[src/rtl/mem_port_arbiter_if.sv]
// Bundle between the pipeline (fetch and memory stages), the unified memory and the port arbiter.
// The arbiter uses the slave modport; the pipeline and memory side use master.
interface mem_port_arbiter_if;
  logic        i_if_req;
  logic [31:0] i_if_addr;
  logic [31:0] o_if_rdata;
  logic        o_if_valid;
  logic        i_dm_req;
  logic        i_dm_we;
  logic [31:0] i_dm_addr;
  logic [31:0] i_dm_wdata;
  logic [3:0]  i_dm_be;
  logic [31:0] o_dm_rdata;
  logic        o_dm_valid;
  logic        o_mem_en;
  logic        o_mem_we;
  logic [31:0] o_mem_addr;
  logic [31:0] o_mem_wdata;
  logic [3:0]  o_mem_be;
  logic [31:0] i_mem_rdata;
  logic        o_stall_fetch;
  logic        o_stall_mem;

  modport slave (
    input  i_if_req, i_if_addr, i_dm_req, i_dm_we, i_dm_addr, i_dm_wdata, i_dm_be, i_mem_rdata,
    output o_if_rdata, o_if_valid, o_dm_rdata, o_dm_valid, o_mem_en, o_mem_we, o_mem_addr,
           o_mem_wdata, o_mem_be, o_stall_fetch, o_stall_mem
  );

  modport master (
    output i_if_req, i_if_addr, i_dm_req, i_dm_we, i_dm_addr, i_dm_wdata, i_dm_be, i_mem_rdata,
    input  o_if_rdata, o_if_valid, o_dm_rdata, o_dm_valid, o_mem_en, o_mem_we, o_mem_addr,
           o_mem_wdata, o_mem_be, o_stall_fetch, o_stall_mem
  );
endinterface

[src/rtl/mem_port_arbiter.sv]
// Single-port memory arbiter: fetch vs. data, data priority with a starvation guard for fetch.
// Every access runs IDLE -> ISSUE -> WAIT (MEM_LATENCY cycles) -> RESP.
module mem_port_arbiter #(
  parameter int MEM_LATENCY  = 1,
  parameter int STARVE_LIMIT = 4
) (
  input  logic               clk,
  input  logic               reset,
  mem_port_arbiter_if.slave  bus
);
  localparam logic [2:0] LAT   = 3'(MEM_LATENCY);
  localparam logic [2:0] LIMIT = 3'(STARVE_LIMIT);

  typedef enum logic [1:0] {S_IDLE, S_ISSUE, S_WAIT, S_RESP} state_t;

  state_t      r_state, w_next;
  logic        r_owner_dm;
  logic [2:0]  r_lat;
  logic [2:0]  r_starve;
  logic        r_req_we;
  logic [31:0] r_req_addr;
  logic [31:0] r_req_wdata;
  logic [3:0]  r_req_be;
  logic [31:0] r_if_rdata;
  logic [31:0] r_dm_rdata;
  logic        w_any_req;
  logic        w_dm_win;
  logic        w_if_valid;
  logic        w_dm_valid;

  assign w_any_req = bus.i_if_req | bus.i_dm_req;
  assign w_dm_win  = bus.i_dm_req & (~bus.i_if_req | (r_starve < LIMIT));

  always_ff @(posedge clk) begin
    if (reset) r_state <= S_IDLE;
    else       r_state <= w_next;
  end

  always_comb begin
    w_next = r_state;
    case (r_state)
      S_IDLE:  if (w_any_req) w_next = S_ISSUE;
      S_ISSUE: w_next = S_WAIT;
      S_WAIT:  if (r_lat == 3'd1) w_next = S_RESP;
      S_RESP:  w_next = S_IDLE;
      default: w_next = S_IDLE;
    endcase
  end

  always_comb begin
    bus.o_mem_en    = 1'b0;
    bus.o_mem_we    = 1'b0;
    bus.o_mem_addr  = 32'h0;
    bus.o_mem_wdata = 32'h0;
    bus.o_mem_be    = 4'h0;
    if (r_state == S_ISSUE) begin
      bus.o_mem_en    = 1'b1;
      bus.o_mem_we    = r_req_we;
      bus.o_mem_addr  = r_req_addr;
      bus.o_mem_wdata = r_req_wdata;
      bus.o_mem_be    = r_req_be;
    end
    w_if_valid = (r_state == S_RESP) & ~r_owner_dm;
    w_dm_valid = (r_state == S_RESP) &  r_owner_dm;
  end

  // Request latch, counters and read-data capture
  always_ff @(posedge clk) begin
    if (reset) begin
      r_owner_dm  <= 1'b0;
      r_lat       <= 3'd0;
      r_starve    <= 3'd0;
      r_req_we    <= 1'b0;
      r_req_addr  <= 32'h0;
      r_req_wdata <= 32'h0;
      r_req_be    <= 4'h0;
      r_if_rdata  <= 32'h0;
      r_dm_rdata  <= 32'h0;
    end else begin
      case (r_state)
        S_IDLE: if (w_any_req) begin
          r_owner_dm <= w_dm_win;
          if (w_dm_win) begin
            r_req_we    <= bus.i_dm_we;
            r_req_addr  <= bus.i_dm_addr;
            r_req_wdata <= bus.i_dm_wdata;
            r_req_be    <= bus.i_dm_we ? bus.i_dm_be : 4'hF;
            if (bus.i_if_req && r_starve != LIMIT) r_starve <= r_starve + 3'd1;
          end else begin
            r_req_we    <= 1'b0;
            r_req_addr  <= bus.i_if_addr;
            r_req_wdata <= 32'h0;
            r_req_be    <= 4'hF;
            r_starve    <= 3'd0;
          end
        end
        S_ISSUE: r_lat <= LAT;
        S_WAIT: begin
          r_lat <= r_lat - 3'd1;
          if (r_lat == 3'd1) begin
            if (r_owner_dm) r_dm_rdata <= r_req_we ? 32'h0 : bus.i_mem_rdata;
            else            r_if_rdata <= bus.i_mem_rdata;
          end
        end
        default: ;
      endcase
    end
  end

  assign bus.o_if_rdata    = r_if_rdata;
  assign bus.o_dm_rdata    = r_dm_rdata;
  assign bus.o_if_valid    = w_if_valid;
  assign bus.o_dm_valid    = w_dm_valid;
  assign bus.o_stall_fetch = bus.i_if_req & ~w_if_valid;
  assign bus.o_stall_mem   = bus.i_dm_req & ~w_dm_valid;
endmodule
[src/flat_wrapper.sv]
// flat-port wrapper written by rule: the top's interface ports become plain ports
module mem_port_arbiter_flat 
#(
  parameter int MEM_LATENCY  = 1,
  parameter int STARVE_LIMIT = 4
)
  (clk, reset, bus_i_if_req, bus_i_if_addr, bus_i_dm_req, bus_i_dm_we, bus_i_dm_addr, bus_i_dm_wdata, bus_i_dm_be, bus_i_mem_rdata, bus_o_if_rdata, bus_o_if_valid, bus_o_dm_rdata, bus_o_dm_valid, bus_o_mem_en, bus_o_mem_we, bus_o_mem_addr, bus_o_mem_wdata, bus_o_mem_be, bus_o_stall_fetch, bus_o_stall_mem);
  mem_port_arbiter_if bus_i ();
  input  logic clk;
  input  logic reset;
  input wire logic [$bits(bus_i.i_if_req)-1:0] bus_i_if_req;
  input wire logic [$bits(bus_i.i_if_addr)-1:0] bus_i_if_addr;
  input wire logic [$bits(bus_i.i_dm_req)-1:0] bus_i_dm_req;
  input wire logic [$bits(bus_i.i_dm_we)-1:0] bus_i_dm_we;
  input wire logic [$bits(bus_i.i_dm_addr)-1:0] bus_i_dm_addr;
  input wire logic [$bits(bus_i.i_dm_wdata)-1:0] bus_i_dm_wdata;
  input wire logic [$bits(bus_i.i_dm_be)-1:0] bus_i_dm_be;
  input wire logic [$bits(bus_i.i_mem_rdata)-1:0] bus_i_mem_rdata;
  output wire logic [$bits(bus_i.o_if_rdata)-1:0] bus_o_if_rdata;
  output wire logic [$bits(bus_i.o_if_valid)-1:0] bus_o_if_valid;
  output wire logic [$bits(bus_i.o_dm_rdata)-1:0] bus_o_dm_rdata;
  output wire logic [$bits(bus_i.o_dm_valid)-1:0] bus_o_dm_valid;
  output wire logic [$bits(bus_i.o_mem_en)-1:0] bus_o_mem_en;
  output wire logic [$bits(bus_i.o_mem_we)-1:0] bus_o_mem_we;
  output wire logic [$bits(bus_i.o_mem_addr)-1:0] bus_o_mem_addr;
  output wire logic [$bits(bus_i.o_mem_wdata)-1:0] bus_o_mem_wdata;
  output wire logic [$bits(bus_i.o_mem_be)-1:0] bus_o_mem_be;
  output wire logic [$bits(bus_i.o_stall_fetch)-1:0] bus_o_stall_fetch;
  output wire logic [$bits(bus_i.o_stall_mem)-1:0] bus_o_stall_mem;
  assign bus_i.i_if_req = bus_i_if_req;
  assign bus_i.i_if_addr = bus_i_if_addr;
  assign bus_i.i_dm_req = bus_i_dm_req;
  assign bus_i.i_dm_we = bus_i_dm_we;
  assign bus_i.i_dm_addr = bus_i_dm_addr;
  assign bus_i.i_dm_wdata = bus_i_dm_wdata;
  assign bus_i.i_dm_be = bus_i_dm_be;
  assign bus_i.i_mem_rdata = bus_i_mem_rdata;
  assign bus_o_if_rdata = bus_i.o_if_rdata;
  assign bus_o_if_valid = bus_i.o_if_valid;
  assign bus_o_dm_rdata = bus_i.o_dm_rdata;
  assign bus_o_dm_valid = bus_i.o_dm_valid;
  assign bus_o_mem_en = bus_i.o_mem_en;
  assign bus_o_mem_we = bus_i.o_mem_we;
  assign bus_o_mem_addr = bus_i.o_mem_addr;
  assign bus_o_mem_wdata = bus_i.o_mem_wdata;
  assign bus_o_mem_be = bus_i.o_mem_be;
  assign bus_o_stall_fetch = bus_i.o_stall_fetch;
  assign bus_o_stall_mem = bus_i.o_stall_mem;
  mem_port_arbiter #(.MEM_LATENCY(MEM_LATENCY), .STARVE_LIMIT(STARVE_LIMIT)) u_core (.clk(clk), .reset(reset), .bus(bus_i));
endmodule
[config.mk]
export PLATFORM = sky130hd
export DESIGN_NAME = mem_port_arbiter_flat
export DESIGN_NICKNAME = d
export VERILOG_FILES = /design/src/rtl/mem_port_arbiter_if.sv /design/src/rtl/mem_port_arbiter.sv /design/src/flat_wrapper.sv
export SDC_FILE = /design/constraint.sdc
export NUM_CORES = 1
export LEC_CHECK = 0
export CELL_PAD_IN_SITES_DETAIL_PLACEMENT = 1
export CELL_PAD_IN_SITES_GLOBAL_PLACEMENT = 1
export CORE_MARGIN = 4
export CORE_UTILIZATION = 26
export CTS_CLUSTER_SIZE = 40
export DETAILED_ROUTE_END_ITERATION = 6
export GPL_ROUTABILITY_DRIVEN = 0
export PLACE_DENSITY_LB_ADDON = 0.1
export SETUP_SLACK_MARGIN = 0.15
export SYNTH_ARGS = -nofsm -noshare
export SYNTH_HDL_FRONTEND = slang
export SYNTH_SLANG_ARGS = --single-unit
[constraint.sdc]
create_clock -name clk -period 1.7 [get_ports clk]
set_input_delay 0.34 -clock clk [delete_from_list [all_inputs] [get_ports clk]]
set_output_delay 0.34 -clock clk [all_outputs]
set_load 0.02 [all_outputs]
Yosys cells after proc, flatten, opt, wreduce, memory -nomap -nowiden. Index checks and enable logic that the tools add are counted. W data, S select, Z words.

Input bits: 137. Output and inout bits: 138. Flip-flop bits (word level): 142.

Mux-type cells: 17. Equal/unequal tests: 8. Reduce and logical (&&, ||, !) cells: 8. Magnitude comparators: 1. Bitwise operators: 11. Add/sub/neg operators: 2.

Operators by type and width (number): $mux W32 (5); $mux W4 (3); $reduce_and A3 Y1 (3); $pmux W2 S4 (1); $mux W3 (2); $pmux W3 S2 (1); $and A1 B1 Y1 (5); $eq A2 B2 Y1 const B (2); $mux W2 (2); $ne A2 B1 Y1 const B (2); $not A1 Y1 (4); $reduce_and A2 Y1 (2); $add A3 B1 Y3 const B (1); $eq A3 B1 Y1 const B (1); $lt A3 B3 Y1 const B (1); $mux W1 (3); $ne A3 B3 Y1 const B (1); $sub A3 B1 Y3 const B (1); $eq A2 B1 Y1 const B (1); $logic_not A2 Y1 (1); $ne A2 B2 Y1 const B (1); $or A1 B1 Y1 (2); $reduce_bool A2 Y1 (1); $logic_and A1 B1 Y1 (1).

Longest topological paths before layout.
Depth after elaboration: 5. Gate-level depth with buffers: 8.

Worst setup path after synthesis. OpenSTA, ideal clock, no wires.

Path kind: register to output. Start: register u_core.r_state[1]. End: output bus_o_mem_be[0]. Cell stages (with the launch flop): 6. Arrival time: 1.458 ns. Buffers on the path: 2. Setup slack: -0.098 ns. Path through: dfxtp_1 > inv_1 > ha_1 > clkbuf_1 > clkbuf_1 > and2_1.

Longest elaborated chain between the ends: 2.

RTL lines: start: declaration (RTL line mem_port_arbiter.sv:16) `state_t r_state, w_next;`; start signal: assignment (RTL line mem_port_arbiter.sv:36) `else r_state <= w_next;`; $eq A2 B1 Y1 (RTL line mem_port_arbiter.sv:56) `if (r_state == S_ISSUE) begin`; $mux W4 (RTL line mem_port_arbiter.sv:56); end: declaration (RTL line flat_wrapper.sv:27) `output wire logic [$bits(bus_i.o_mem_be)-1:0] bus_o_mem_be;`.

Every way passes these cells.

Worst setup path after layout.
Start: register u_core.r_state[1]. End: output bus_o_mem_addr[11].

Longest elaborated chain between the ends: 2.

RTL lines: $eq A2 B1 Y1 (RTL line mem_port_arbiter.sv:56); $mux W32 (RTL line mem_port_arbiter.sv:56); end: declaration (RTL line flat_wrapper.sv:25) `output wire logic [$bits(bus_i.o_mem_addr)-1:0] bus_o_mem_addr;`.

Every way passes these cells.

==> qor.yml <==
outcome:
  status: "finished, violations left"
  violations: "negative setup slack"
sta:
  finClkSkew_ps: 16.8
  drv_slew: 0
  hold_viol_final: 0
  setup_tns_ps: -37000
  fmax_mhz: 514
  slew_headroom_pct: 70.6
  rsz0062_at_grt: "true"
  final-setup-viol-count: 213
  post-route-period-util_pct: 114
  fin_crit_ps: 1940
  setup_ws_ps: -244
  tightest_slew_ps: 441
clock_network:
  cts_buffer_depth: 2
  postCtsHoldBufs: 0
  clkSinkCount: 142
  numCtsBuffers: 17
  clk_latency_ps: 420
  cts_tree: "built"
  cts.reportedPaths.clkPinSlew_ps: 70
  cts-root-buf: "clkbuf_16"
  cts_max_level: 4
placement:
  port-buffer-count: 274
  postPlaceCellArea_mm2: 0.00913
  dp_hpwl_mm: 16.3
routing:
  wl_met1_mm: 11.4
  drtAntennaViolNets: 0
  met2_length_mm: 13.7
  routed.top_layer: "met4"
  drt-vias-per-instance: 4.86
  via_count: 6411
  wl_met3_mm: 1.61
  drt_pass1_iterations: 4
  drc: 0
  routedWlPerCell_um: 20.7
  drt-initial-drc-count: 173
  wirelength_mm: 27.2
layout:
  mostFrequentLayoutCell: "dfxtp_1"
  fillers: 2380
  nets: 1169
  areaGrowthSynthToFinish_pct: 98.5
  multi_input_area_mm2: 0.00347
  regArea_mm2: 0.00285
  drive_above_1_share_pct: 37.8
  layout_common_cells: "140 x dfxtp_1, 135 x clkdlybuf4s50_1, 81 x nand2_1"
  fin_area_mm2: 0.0116
setup_path:
  required_ps: 1360
  criticalPathCategory: "flip-flop to output pin"
  cp-end-kind: "output pin"
  critPathLaunchType: "flip-flop"
  cp_max_fo: 9
  critPathArrivalTime_ps: 1600
global_route:
  grt_pass1_vias: 6968
  grt_start_max_net_pins: 73
  antenna_found_initial: 2
  grt_pass1_wl_mm: 39.7
  grt-ovfl-total: 0
  grt_use_total_pct: 20.6
synth:
  netlist_instances: 689
  avgSynthCellArea_um2: 8.46
  synth_top_family_by_area: "simple AND/OR/NAND/NOR gates"
  yosysSeqAreaShare_pct: 48.8
  yosysWarnings: 0
  synth_compound_area_share_pct: 21.1
  synth_ff_type: "dfxtp_1"
  yosys.area_share.simple_pct: 23.0
  ys_types: 35
  synth_seq_cells: 142
  synth-adder-area-share_pct: 1.93
  async_flop_share_pct: 0
  synth-edff-count: 0
  syn_nets: 835
  synthMuxAreaShare_pct: 0.344
  netlist_area_mm2: 0.00583
  synthXorXnorAreaFrac_pct: 0
hold_path:
  worstHoldPathType: "flip-flop to flip-flop"
die:
  die_y_um: 158
  pin_count: 275
  dieArea_mm2: 0.0249
  core_mm2: 0.0220
  rows: 54
  die_x_um: 158
  initial_core_util_pct: 26.5
power:
  powerDensity_mw_per_mm2: 1270
  cellLeakagePower_nw: 4.88
  peakVddDrop_v: 0.000706
run:
  drv_cap: 0
==> layer usage <==
metal,vias to the layer above,track usage [%]
li1,3044,-
met1,3133,24.5
met2,198,35.7
met3,36,5.90
met4,0,6.55
met5,-,0
==> flip-flops by register name (all words and copies together), names as in the netlist <==
signal,count
u_core.r_starve,3
u_core.r_state,2
u_core.r_req_addr,32
u_core.r_req_wdata,32
u_core.r_req_be,4
u_core.r_owner_dm,1
u_core.bus.o_dm_rdata,32
u_core.bus.o_if_rdata,32
u_core.r_lat,3
u_core.r_req_we,1
==> critical path, cell delays in order (launching register included) <==
cell	delay [ps]
dfxtp_4	370
inv_4	40
ha_4	200
buf_8	150
buf_16	140
and2_4	160
buf_6	120
==> report_power, final <==
| part | switching (W) | leakage (nW) | internal [W] |
|---|---|---|---|
| combinational | 0.00297 | 3.43 | 0.00370 |
| clock | 0.00158 | 0.290 | 0.00218 |
| sequential | 0.000367 | 1.16 | 0.00386 |
| total | 0.00493 | 4.88 | 0.00974 |
==> synth_stat cells (2+ instances only) <==
cell type  count  area share [%]
a21oi_1      131              11
a22o_1        33             5.0
a22oi_1        2            0.26
and2_1        70             7.5
and4b_1        2            0.34
buf_1          2            0.13
buf_2         15             1.3
buf_4          3            0.39
clkbuf_1      39             2.5
dfxtp_1      142              49
ha_1           9             1.9
inv_1          8            0.52
mux2i_1        2            0.34
nand2_1      134             8.6
nand3_1        2            0.17
nand3b_1      33             4.3
nand4b_1       2            0.30
nor2_1         4            0.26
nor2b_1        4            0.43
o21ai_0       34             2.9
o221a_2        4            0.77
==> cell type report <==
class / count / area share, %
timing repair buffer: 373 / 37.0
multi-input combinational: 481 / 30.0
sequential: 142 / 24.6
clock buffer: 17 / 3.68
tap: 280 / 3.03
clock inverter: 15 / 1.38
inverter: 8 / 0.281
antenna: 2 / 0.0433
==> stage by stage <==
| stage | util, % | total power [W] | setup WS, ps | std cells | hold slack [ps] |
|---|---|---|---|---|---|
| after floorplan | - | 0.00614 | 91.2 | 689 | 434 |
| after global placement | 41.6 | 0.00802 | -233 | 1218 | 439 |
| after detailed placement | 41.6 | 0.00817 | -303 | 1218 | 449 |
| after CTS | 49.1 | 0.0142 | -274 | 1303 | 444 |
| after global routing | 52.7 | 0.0154 | -295 | 1318 | 461 |
| final | 52.7 | 0.0147 | -244 | 1318 | 449 |
==> kinds of logic after synthesis <==
group | after synthesis
fa+ha+maj | 9
buf+inv | 67
simple gates | 259
compound gates | 210
flops | 142
mux | 2
==> path summary, 6_finish.rpt <==
path	startpoint	end	slack (ps)	depth (start not counted)
setup reg to reg	u_core.r_state[1]$_SDFFE_PP0P_	u_core.bus.o_dm_rdata[25]$_SDFFE_PP0P_	-240	11
hold reg to reg	u_core.bus.o_if_rdata[18]$_SDFFE_PP0P_	u_core.bus.o_if_rdata[18]$_SDFFE_PP0P_	450	2
setup / recovery	u_core.r_state[1]$_SDFFE_PP0P_	bus_o_mem_addr[11]	-240	6
hold / removal	u_core.bus.o_if_rdata[18]$_SDFFE_PP0P_	u_core.bus.o_if_rdata[18]$_SDFFE_PP0P_	450	2
==> timing repair <==
action                     in CTS  in global routing
setup buffers                  33                  7
cloned                         20                  6
gates resized for setup       599                182
setup endpoints to repair     277                214
pin swaps                      50                 60
hold endpoints to repair        0                  0
Power figures use the tool's default switching activity.
